`src/rtl/round_robin_arbiter_pkg.sv`:
```
// Shared definitions for the round-robin arbiter: default width, clog2 helper, state encodings.
package round_robin_arbiter_pkg;

    localparam int NUMBER_WAY_DEFAULT = 8;

    function automatic int clog2(input int value);
        int result;
        result = 0;
        while ((1 << result) < value) begin
            result++;
        end
        return result;
    endfunction

    typedef enum logic {
        ST_IDLE    = 1'b0,
        ST_GRANTED = 1'b1
    } arb_state_t;

endpackage

```
`src/rtl/round_robin_arbiter_rotate_priority_picker.sv`:
```
// Combinational rotating-priority search: first set request at or above the pointer, wrapping.
module rotate_priority_picker #(
    parameter int NUMBER_WAY  = 8,
    parameter int INDEX_WIDTH = 3
) (
    input  logic [NUMBER_WAY-1:0]  request_in,
    input  logic [INDEX_WIDTH-1:0] pointer_in,
    output logic [NUMBER_WAY-1:0]  winner_out
);

    localparam logic [2*NUMBER_WAY-1:0] ONE = {{(2*NUMBER_WAY-1){1'b0}}, 1'b1};

    logic [2*NUMBER_WAY-1:0] w_double;
    logic [2*NUMBER_WAY-1:0] w_mask;
    logic [2*NUMBER_WAY-1:0] w_masked;
    logic [2*NUMBER_WAY-1:0] w_lowest;

    // The upper copy supplies the wrapped-around requests below the pointer.
    assign w_double   = {request_in, request_in};
    assign w_mask     = ~((ONE << pointer_in) - ONE);
    assign w_masked   = w_double & w_mask;
    assign w_lowest   = w_masked & (~w_masked + ONE);
    assign winner_out = w_lowest[NUMBER_WAY-1:0] | w_lowest[2*NUMBER_WAY-1:NUMBER_WAY];

endmodule

```
`src/rtl/round_robin_arbiter.sv`:
```
// Round-robin arbiter with registered one-hot grant held until ack_in.
// Optional ARBITER_LOCK_EN adds lock_in to hold a grant across acknowledgements.
//
// state      | meaning
// ST_IDLE    | no grant outstanding, waiting for any request
// ST_GRANTED | grant_out held until released by an acknowledgement
module round_robin_arbiter
    import round_robin_arbiter_pkg::*;
#(
    parameter int NUMBER_WAY  = NUMBER_WAY_DEFAULT,
    parameter int INDEX_WIDTH = clog2(NUMBER_WAY)
) (
    input  logic                   clk_in,
    input  logic                   reset_in,
    input  logic [NUMBER_WAY-1:0]  request_in,
    input  logic                   ack_in,
    output logic [NUMBER_WAY-1:0]  grant_out,
    output logic                   grant_valid_out,
    output logic [INDEX_WIDTH-1:0] grant_index_out
`ifdef ARBITER_LOCK_EN
    ,
    input  logic                   lock_in
`endif
);

    arb_state_t             r_state;
    logic [INDEX_WIDTH-1:0] r_pointer;
    logic [NUMBER_WAY-1:0]  r_grant;
    logic                   r_valid;
    logic [INDEX_WIDTH-1:0] r_index;

    logic                   w_release;
    logic [INDEX_WIDTH-1:0] w_pointer_inc;
    logic [INDEX_WIDTH-1:0] w_pick_pointer;
    logic [NUMBER_WAY-1:0]  w_pick_request;
    logic [NUMBER_WAY-1:0]  w_winner;
    logic [INDEX_WIDTH-1:0] w_winner_index;

`ifdef ARBITER_LOCK_EN
    assign w_release = ack_in & ~lock_in;
`else
    assign w_release = ack_in;
`endif

    assign w_pointer_inc = (r_index == INDEX_WIDTH'(NUMBER_WAY - 1)) ? '0
                                                                     : r_index + INDEX_WIDTH'(1);

    // On a release the just-served way is masked so it has a cycle to drop its request.
    assign w_pick_pointer = (r_state == ST_GRANTED) ? w_pointer_inc : r_pointer;
    assign w_pick_request = (r_state == ST_GRANTED) ? (request_in & ~r_grant) : request_in;

    rotate_priority_picker #(
        .NUMBER_WAY  (NUMBER_WAY),
        .INDEX_WIDTH (INDEX_WIDTH)
    ) u_picker (
        .request_in (w_pick_request),
        .pointer_in (w_pick_pointer),
        .winner_out (w_winner)
    );

    always_comb begin
        w_winner_index = '0;
        for (int i = 0; i < NUMBER_WAY; i++) begin
            if (w_winner[i]) begin
                w_winner_index = INDEX_WIDTH'(i);
            end
        end
    end

    always_ff @(posedge clk_in or posedge reset_in) begin
        if (reset_in) begin
            r_state   <= ST_IDLE;
            r_pointer <= '0;
            r_grant   <= '0;
            r_valid   <= 1'b0;
            r_index   <= '0;
        end else begin
            case (r_state)
                ST_IDLE: begin
                    if (|w_pick_request) begin
                        r_grant <= w_winner;
                        r_valid <= 1'b1;
                        r_index <= w_winner_index;
                        r_state <= ST_GRANTED;
                    end
                end
                ST_GRANTED: begin
                    if (w_release) begin
                        r_pointer <= w_pointer_inc;
                        if (|w_pick_request) begin
                            r_grant <= w_winner;
                            r_index <= w_winner_index;
                        end else begin
                            r_grant <= '0;
                            r_valid <= 1'b0;
                            r_index <= '0;
                            r_state <= ST_IDLE;
                        end
                    end
                end
                default: r_state <= ST_IDLE;
            endcase
        end
    end

    assign grant_out       = r_grant;
    assign grant_valid_out = r_valid;
    assign grant_index_out = r_index;

endmodule

```
`config.mk`:
```
export PLATFORM = sky130hd
export DESIGN_NAME = round_robin_arbiter
export DESIGN_NICKNAME = d
export VERILOG_FILES = /design/src/rtl/round_robin_arbiter_pkg.sv /design/src/rtl/round_robin_arbiter_rotate_priority_picker.sv /design/src/rtl/round_robin_arbiter.sv
export SDC_FILE = /design/constraint.sdc
export NUM_CORES = 1
export LEC_CHECK = 0
export CAP_MARGIN = 5
export CORE_UTILIZATION = 49
export CTS_BUF_LIST = sky130_fd_sc_hd__clkbuf_8
export DETAILED_ROUTE_END_ITERATION = 12
export PLACE_DENSITY = 0.83
export SKIP_LAST_GASP = 1
export SYNTH_ARGS = -nofsm -noshare
export SYNTH_HDL_FRONTEND = slang
export SYNTH_SLANG_ARGS = --single-unit
```
`constraint.sdc`:
```
create_clock -name clk_in -period 3 [get_ports clk_in]
set_input_delay 0.75 -clock clk_in [delete_from_list [all_inputs] [get_ports clk_in]]
set_output_delay 0.75 -clock clk_in [all_outputs]
set_load 0.005 [all_outputs]
```
# After elaboration in Yosys (flattened, before gate mapping)
# Cells that the tools add are included.
# totals
reg_bits,16
elab_cells,50
in_bits,11
# classes
n_reduce_logical,4
shift,1
bitwise_logic,8
n_mux,25
n_eq_ne,4
add_sub_neg,3
# ops
op,n
16-bit bitwise AND,2
8-bit two-way mux,4
16-bit NOT,2
3-bit two-way mux,9
16-bit by 1-bit adder with 16-bit output (second input constant),1
8-bit case mux with 2 select lines,1
1-bit by 3-bit << shifter with 16-bit output (first input constant),1
16-bit by 1-bit subtractor with 16-bit output (second input constant),1
8-bit bitwise AND,1
8-bit NOT,1
8-bit OR,1
8-bit OR reduction,1
1-bit two-way mux,6
2-bit inequality test (second input constant),3
3-bit case mux with 2 select lines,1
2-bit two-way mux,2
1-bit case mux with 2 select lines,2
2-bit AND reduction,2
3-bit by 1-bit adder with 3-bit output (second input constant),1
3-bit == test (second input constant),1
3-bit AND reduction,1
1-bit NOT,1

# Longest topological paths before layout
# Gate-level depths: netlist of run 1.
# logic_depth
depth_word,21
mapped_depth,13

# By module
# From an unflattened synthesis of run 1, not the netlist that was laid out.
# hier_totals
cells_unflattened,164
area_unflattened_um2,1427.6
# modules_own_cells
module,cells_each,n_inst,area_each_um2
round_robin_arbiter,107,1,1028.5
rotate_priority_picker,57,1,399.1

# Least setup slack after synthesis of run 1
# OpenSTA, ideal clock, no wires.
# synth_path
path_kind,register to register
start,"register r_index[0], in the netlist grant_index_out[0]"
end,"register r_index[1], in the netlist grant_index_out[1]"
arrival_ns,3.269
stages_incl_launch_ff,14
t_required_ns,2.936
setup_time_ns,0.064
path_slack_ns,-0.334
cell_sequence,dfrtp_1 ha_1 ha_1 nor3b_1 or2_2 nand3_1 ha_1 or4b_4 and3_1 or4_1 o21ai_1 o31ai_1 a21oi_1 a211o_1
# synth_via
elab_chain_len,20
# synth_lines
element,line,source
start: declaration,round_robin_arbiter.sv:30,logic [INDEX_WIDTH-1:0] r_index;
start signal: assignment,round_robin_arbiter.sv:83,r_index <= w_winner_index;
start signal: assignment,round_robin_arbiter.sv:92,r_index <= w_winner_index;
3-bit by 1-bit adder with 3-bit output or 3-bit == test (tied branches),"round_robin_arbiter.sv:46, round_robin_arbiter.sv:45",
3-bit two-way mux *,round_robin_arbiter.sv:45,assign w_pointer_inc = (r_index == INDEX_WIDTH'(NUMBER_WAY - 1)) ? '0
named net w_pointer_inc[2],round_robin_arbiter.sv:33,logic [INDEX_WIDTH-1:0] w_pointer_inc;
3-bit two-way mux *,round_robin_arbiter.sv:49,assign w_pick_pointer = (r_state == ST_GRANTED) ? w_pointer_inc : r_pointer;
1-bit by 3-bit << shifter with 16-bit output *,round_robin_arbiter_rotate_priority_picker.sv:20,assign w_mask = ~((ONE << pointer_in) - ONE);
16-bit by 1-bit subtractor with 16-bit output *,round_robin_arbiter_rotate_priority_picker.sv:20,
16-bit NOT *,round_robin_arbiter_rotate_priority_picker.sv:20,
16-bit bitwise AND *,round_robin_arbiter_rotate_priority_picker.sv:21,assign w_masked = w_double & w_mask;
[2 not listed],-,
16-bit bitwise AND *,round_robin_arbiter_rotate_priority_picker.sv:22,assign w_lowest = w_masked & (~w_masked + ONE);
8-bit OR *,round_robin_arbiter_rotate_priority_picker.sv:23,assign winner_out = w_lowest[NUMBER_WAY-1:0] | w_lowest[2*NUMBER_WAY-1:NUMBER_WAY];
2-bit two-way mux (2 in series),round_robin_arbiter.sv:64,if (w_winner[i]) begin
3-bit two-way mux (3 in series),round_robin_arbiter.sv:64,
3-bit two-way mux *,round_robin_arbiter.sv:64,
3-bit two-way mux,round_robin_arbiter.sv:90,if (|w_pick_request) begin
3-bit two-way mux,round_robin_arbiter.sv:88,if (w_release) begin
3-bit case mux with 2 select lines *,round_robin_arbiter.sv:78,case (r_state)
# Mark *: on every way through the listed nets, which the timed path passes. The rest lies on a longest branch. The select of a mux whose other input is x is not followed.
# A chain may end at the register's enable or synchronous reset.

# Worst setup path after layout of run 1
# layout_path
start,"register r_index[1], in the netlist grant_index_out[1]"
end,"register r_index[1], in the netlist grant_index_out[1]"
# The elaborated chain is that of the path after synthesis.

==> metrics.yaml, run 1 <==
finish:
  finalNonFillerCells: 250
  fill_cells: 147
  synthToLayoutAreaGrowth_pct: 54.0
  diodes: 0
  drive_gt1_share_pct: 33.6
  layout.nets: 237
logic_synthesis:
  ys_ff_latch: 16
  synthDistinctLibCells: 54
  yosysMostFrequentCell: "nand2_1"
  synth.net_count: 179
  synth.top_cells.by_area: "dfrtp_1, nand2_1, o21ai_0"
  synth_common_cells: "nand2_1, dfrtp_1, o21ai_0, inv_1, nand3_1"
  synthCells: 164
  syn-cell-area_sq_mm: 0.00135
  synth_edf_count: 0
  yosysWarnings: 0
  ys.flop_type: "dfrtp_1"
  synthArstFlopShare_pct: 100
  synth_top_area_share_pct: 29.6
  avgSynthCellArea_sq_um: 8.25
  synth_area_leader_cell: "dfrtp_1"
  yosysSeqAreaShare_pct: 29.6
timing:
  period_share_pct: 107
  final-max-slew-violation-count: 0
  worst_slew_pin_slew_ps: 647
  skew_ps: 2.88
  rsz0062_at_grt: "true"
  hold_viol_final: 0
  setup_ws_ps: -205
  max_slew_margin_pct: 56.8
  fmax_ghz: 0.312
  min_period_ps: 3210
  fin_setup_tns_ps: -1060
  setup_violations: 9
routing:
  ant_nets: 0
  wl_mm: 5.60
  drc: 0
  drtIter0Drc: 75
  vias_per_cell: 6.83
  wire_per_inst_microns: 22.4
  dr.pass1.iters: 7
  routed-via-count: 1707
setup_path:
  cpMaxStageDelayCell: "or4b_4"
  timing.critical_path.mode_cell: "ha_4"
  ff2ff_setup_slack_ps: -210
  path_cells: "ha_2 > ha_4 > nor3b_4 > or2_4 > nand3_4 > ha_4 > or4b_4 > and3_4 > or4_4 > o21ai_4 > o31ai_4 > a21oi_1 > a211o_1"
  crit_required_ps: 3180
  start_kind: "register"
  endpoint_kind: "register"
  crit_arrival_ps: 3380
  slowest_delay_ps: 500
  path_class: "reg2reg"
  cp_max_fo: 4
floorplanning:
  core_area_sq_mm: 0.00254
  io_pins: 23
  fp.dieW_microns: 54.6
  num_rows: 18
  die_area_sq_mm: 0.00298
  die_h_microns: 54.6
  start_util_pct: 53.2
global_routing:
  grt_pass1_wl_mm: 7.20
  antenna_found_initial: 0
  grt_use_met3_pct: 2.78
  track_usage_pct: 35.2
  top_usage_layer: "met2"
  use_met1_pct: 45.5
  met2_usage_pct: 58.1
  overflow: 0
  grt_max_degree: 17
  grt_pass1_vias: 1527
clock_network:
  cts_buffer_depth: 2
  clkTransAtPathRegs_ps: 60
  cts-root-buf: "clkbuf_8"
  cts_tree: "yes"
  clock_latency_ps: 250
  cts_hold_buf: 0
  h-tree-depth: 1
  cts_buffers: 3
  cts_sinks: 16
power_and_ir_drop:
  pwr_density_cell_mw_per_mm2: 1310
  p_leak_nw: 0.908
  irDropWorstVdd_mv: 1.14
place:
  dp_hpwl_mm: 3.46
  dp_cells: 240
  place_congestion: 0.990
  io_buffers: 22
min_path:
  hp-class: "reg2reg"
run:
  drv_cap: 0
outcome:
  violations: "setup timing"
  status: "finished with violations"
==> registers in the layout, summed over array words and instances, names as in the netlist <==
name and cells:
r_pointer 3, grant_valid_out 1, r_state 1, grant_index_out 3, grant_out 8
==> path summary, 6_finish.rpt <==
path / depth (start not counted) / to / start
setup / recovery: 13 / grant_index_out[1] / grant_index_out[1]
hold / removal: 2 / grant_out[7] / grant_out[7]
setup reg to reg: 13 / grant_index_out[1] / grant_index_out[1]
hold reg to reg: 2 / grant_out[7] / grant_out[7]
max in group asynchronous: 2 / grant_out[7] / reset_in
min in group asynchronous: 2 / r_pointer[2] / reset_in
==> cell families (layout without fill, tap and decap cells) <==
family | count (synthesis) | after routing | synth area share, %
AO/OA/AOI/OAI | 48 | 48 | 26.6
adder cells (fa/ha/maj) | 4 | 4 | 3.70
buffers and inverters | 13 | 69 | 4.62
flip-flops | 16 | 16 | 29.6
multiplexers | 3 | 3 | 2.40
AND/OR/NAND/NOR | 80 | 80 | 33.1
==> what timing repair did <==
action | CTS | global route
setup endpoints to repair | 7 | 10
gates resized for setup | 9 | 17
buffers inserted | 4 | 3
endpoints found under the hold margin | 0 | 0
pin swaps | 15 | 17
==> final cells by class <==
| cell class | instances | area [sq um] | share of cell area [%] |
|---|---|---|---|
| timing repair buffer | 57 | 487 | 23.3 |
| multi-input combinational | 135 | 1080 | 52.0 |
| inverter | 9 | 33.8 | 1.62 |
| clock buffer | 3 | 41.3 | 1.98 |
| sequential | 16 | 400 | 19.2 |
| tap | 30 | 37.5 | 1.80 |
==> placed cells by master (no fill, tap or decap), types with 2 or more instances in the layout <==
cell type,synthesis,routed
buf_4,1,34
and3b_1,2,2
nand2_2,2,2
nor3_4,0,2
nor3b_1,3,2
nand3_1,9,7
clkdlybuf4s50_1,0,22
a21oi_2,1,2
dfrtp_1,16,16
ha_4,0,2
o211ai_2,2,2
nand4b_1,2,2
o21ai_0,11,9
a21o_1,2,2
nand2_1,27,26
a211o_1,2,2
nand2b_1,4,4
o221ai_1,3,3
inv_1,9,9
nor2_1,8,8
a21boi_0,4,4
a21oi_1,4,3
a41oi_1,2,2
mux2_2,2,2
o21ai_2,0,2
nor2b_1,4,4
nor3_1,5,3
clkbuf_8,0,3
==> where the power goes <==
| part | leakage (nW) | internal, W | switching (W) | total (W) |
|---|---|---|---|---|
| sequential | 0.200 | 0.000304 | 0.0000974 | 0.000401 |
| clock | 0.0216 | 0.0000891 | 0.0000743 | 0.000163 |
| combinational | 0.686 | 0.00103 | 0.00113 | 0.00216 |
==> worst max-delay path: cells and delay by family (launching register included) <==
family / cells / cell delay [ps]
and+or+nand+nor: 6 / 1510
adders and majority gates: 3 / 620
AOI/OAI and AO/OA: 4 / 590
DFF: 1 / 420
==> per-layer routing <==
layer / share of wire (%) / up-vias
met5: 0 / -
met4: 4.7 / 0
li1: - / 732
met1: 39 / 824
met2: 47 / 121
met3: 9.2 / 30
==> metrics by stage <==
step / power, W / utilization [%] / area, sq um / hold slack, ps / setup WS [ps]
6_report: 0.00273 / 81.9 / 2080 / 569 / -205
5_1_grt: 0.00287 / 81.9 / 2080 / 557 / -267
4_1_cts: 0.00236 / 77.2 / 1960 / 528 / -94.5
3_5_place_dp: 0.00204 / 72.5 / 1850 / 517 / -212
3_3_place_gp: 0.00200 / 72.5 / 1850 / 489 / -46.2
2_1_floorplan: 0.00134 / - / 1410 / 490 / -49.7
No activity file was read; power rests on OpenSTA's default activity.
==> run 2: changes to the inputs <==
==> constraint.sdc (replaced) <==
create_clock -name clk_in -period 3 [get_ports clk_in]
set_input_delay 0.6 -clock clk_in [delete_from_list [all_inputs] [get_ports clk_in]]
set_output_delay 0.6 -clock clk_in [all_outputs]
set_load 0.005 [all_outputs]
==> metrics.yaml, run 2 (synthesis gave the netlist of run 1 again) <==
setup_path:
  start_kind: "register"
  crit_arrival_ps: 3330  # -50 ps
  cp.buffers_inverters: 0  # unchanged
  cp_max_fo: 4  # unchanged
  path_cells: "ha_2 > ha_4 > nor3b_2 > or2_4 > nand3_4 > ha_4 > or4b_4 > and3_4 > or4_4 > o21ai_4 > o31ai_2 > a21oi_1 > a211o_1"
  cp_top_family: "simple AND/OR/NAND/NOR gates"
  slowest_delay_ps: 500  # about the same
  reg2regPathDepth: 13  # unchanged
  endpoint_kind: "register"
  path_depth: 13  # unchanged
  r2r_end: "grant_index_out[2]"
  timing.rr.start: "grant_index_out[0]"
  cp-endpoint: "grant_index_out[2]"
  crit_required_ps: 3180  # about the same
  path_class: "reg2reg"
  timing.critical_path.mode_cell: "ha_4"
  cpMaxStageDelayCell: "or4b_4"
  crit_path_start: "grant_index_out[0]"
  ff2ff_setup_slack_ps: -140  # +60 ps
finish:
  drive_gt1_share_pct: 31.0  # -2.6 points
  synthToLayoutAreaGrowth_pct: 47.7
  layout_commonest_cell: "buf_4"
  layout.nets: 233  # -1.7%
  diodes: 0  # unchanged
  finalNonFillerCells: 246  # -1.6%
  largest_register_ffs: 8  # unchanged
  post-route-cell-area_sq_mm: 0.00200  # -4.1%
  final_cell_mix: "buf_4, nand2_1, clkdlybuf4s50_1"
clock_network:
  clkTransAtPathRegs_ps: 60  # about the same
  cts_tree: "yes"
  cts_buffers: 3  # unchanged
  cts_hold_buf: 0  # unchanged
  clock_latency_ps: 250  # about the same
  h-tree-depth: 1  # unchanged
  cts_buffer_depth: 2  # unchanged
  cts_sinks: 16  # unchanged
  cts-root-buf: "clkbuf_8"
floorplanning:
  fp.dieW_microns: 54.6  # unchanged
  core_area_sq_mm: 0.00254  # unchanged
  die_area_sq_mm: 0.00298  # unchanged
  die_h_microns: 54.6  # unchanged
  io_pins: 23  # unchanged
  start_util_pct: 53.2  # unchanged
  num_rows: 18  # unchanged
routing:
  vias_per_cell: 6.38  # -6.5%
  drc: 0  # unchanged
  dr.pass1.iters: 4  # -3
  routed-via-count: 1570  # -8.0%
  ant_nets: 0  # unchanged
  wl_mm: 4.54  # -19%
  drtIter0Drc: 57  # -24%
  wire_per_inst_microns: 18.4  # -18%
timing:
  period_share_pct: 105  # -2.1 points
  worst_slew_pin_slew_ps: 599  # -47.8 ps
  min_period_ps: 3140  # -62.8 ps
  fmax_ghz: 0.318  # +2.0%
  max_slew_margin_pct: 60.0  # +3.2 points
  fin_setup_tns_ps: -328  # +729 ps
  setup_violations: 4  # -5
  worst_hold_slack_ps: 530  # -38.2 ps
  skew_ps: 3.43  # +0.553 ps
  final-max-slew-violation-count: 0  # unchanged
  setup_ws_ps: -142  # +62.8 ps
  rsz0062_at_grt: "true"
  hold_viol_final: 0  # unchanged
global_routing:
  grt_pass1_wl_mm: 7.13  # -0.96%
  overflow: 0  # unchanged
  grt_pass1_vias: 1512  # -0.98%
  grt_max_degree: 17  # unchanged
  track_usage_pct: 34.4  # -0.74 points
  antenna_found_initial: 0  # unchanged
place:
  dp_cells: 240  # unchanged
  io_buffers: 22  # unchanged
  place_congestion: 1.00  # +1.5%
  post_dp_cell_area_sq_mm: 0.00185  # unchanged
  dp_hpwl_mm: 3.30  # -4.8%
min_path:
  min-delay-start: "grant_out[0]"
  hp-class: "reg2reg"
power_and_ir_drop:
  pwr_density_cell_mw_per_mm2: 1230  # -6.2%
  p_leak_nw: 0.874  # -3.7%
  irDropWorstVdd_mv: 0.979  # -14%
outcome:
  status: "finished with violations"
  violations: "setup timing"
run:
  drv_cap: 0  # unchanged
-- run 2: cell type report --
class / instances / area [sq um]
inverter: 9 / 33.8
sequential: 16 / 400
timing repair buffer: 53 / 453
fill: 167 / 546
multi-input combinational: 135 / 1030
clock buffer: 3 / 41.3
tap: 30 / 37.5
-- run 2: repair_timing --
| item | 4_1_cts | 5_1_grt |
|---|---|---|
| gates resized for setup | 7 | 9 |
| setup endpoints to repair | 6 | 9 |
| setup buffers | 3 | 0 |
| pin swaps | 4 | 7 |
-- run 2: where the power goes --
part | switching, W | internal, W | total (W) | leakage (nW)
sequential | 0.0000798 | 0.000304 | 0.000384 | 0.200
clock | 0.0000677 | 0.0000889 | 0.000157 | 0.0216
combinational | 0.000990 | 0.000926 | 0.00192 | 0.652
-- run 2: layer usage --
layer / GRT usage [%] / vias to the layer above / routed length (microns)
met5: 0 / - / 0
met4: 17.1 / 0 / 107
met3: 3.61 / 13 / 267
met2: 56.9 / 67 / 2210
met1: 44.3 / 765 / 1950
li1: - / 725 / -
-- run 2: worst min path at each step --
stage,endpoint,slack [ps],cells after the start
4_1_cts,grant_out[0],530,2
2_1_floorplan,grant_out[6],490,2
3_3_place_gp,grant_out[6],500,2
3_5_place_dp,grant_out[0],520,2
6_report,grant_out[0],530,2
5_1_grt,grant_valid_out,570,2
-- run 2: worst reg2reg max path, stage by stage, from the launching register on --
cell and delay [ps]:
dfrtp_1 390, ha_2 190, ha_4 270, nor3b_2 40, or2_4 260, nand3_4 100, ha_4 130, or4b_4 500
and3_4 200, or4_4 420, o21ai_4 180, o31ai_2 100, a21oi_1 180, a211o_1 130
-- run 2: through the flow --
stage | setup slack, ps | total power [W] | utilization (%)
finish | -142 | 0.00246 | 78.6
global route | -209 | 0.00261 | 78.6
CTS | -112 | 0.00230 | 76.4
detailed placement | -155 | 0.00203 | 72.5
global placement | -111 | 0.00199 | 72.5
floorplan | -49.7 | 0.00134 | -
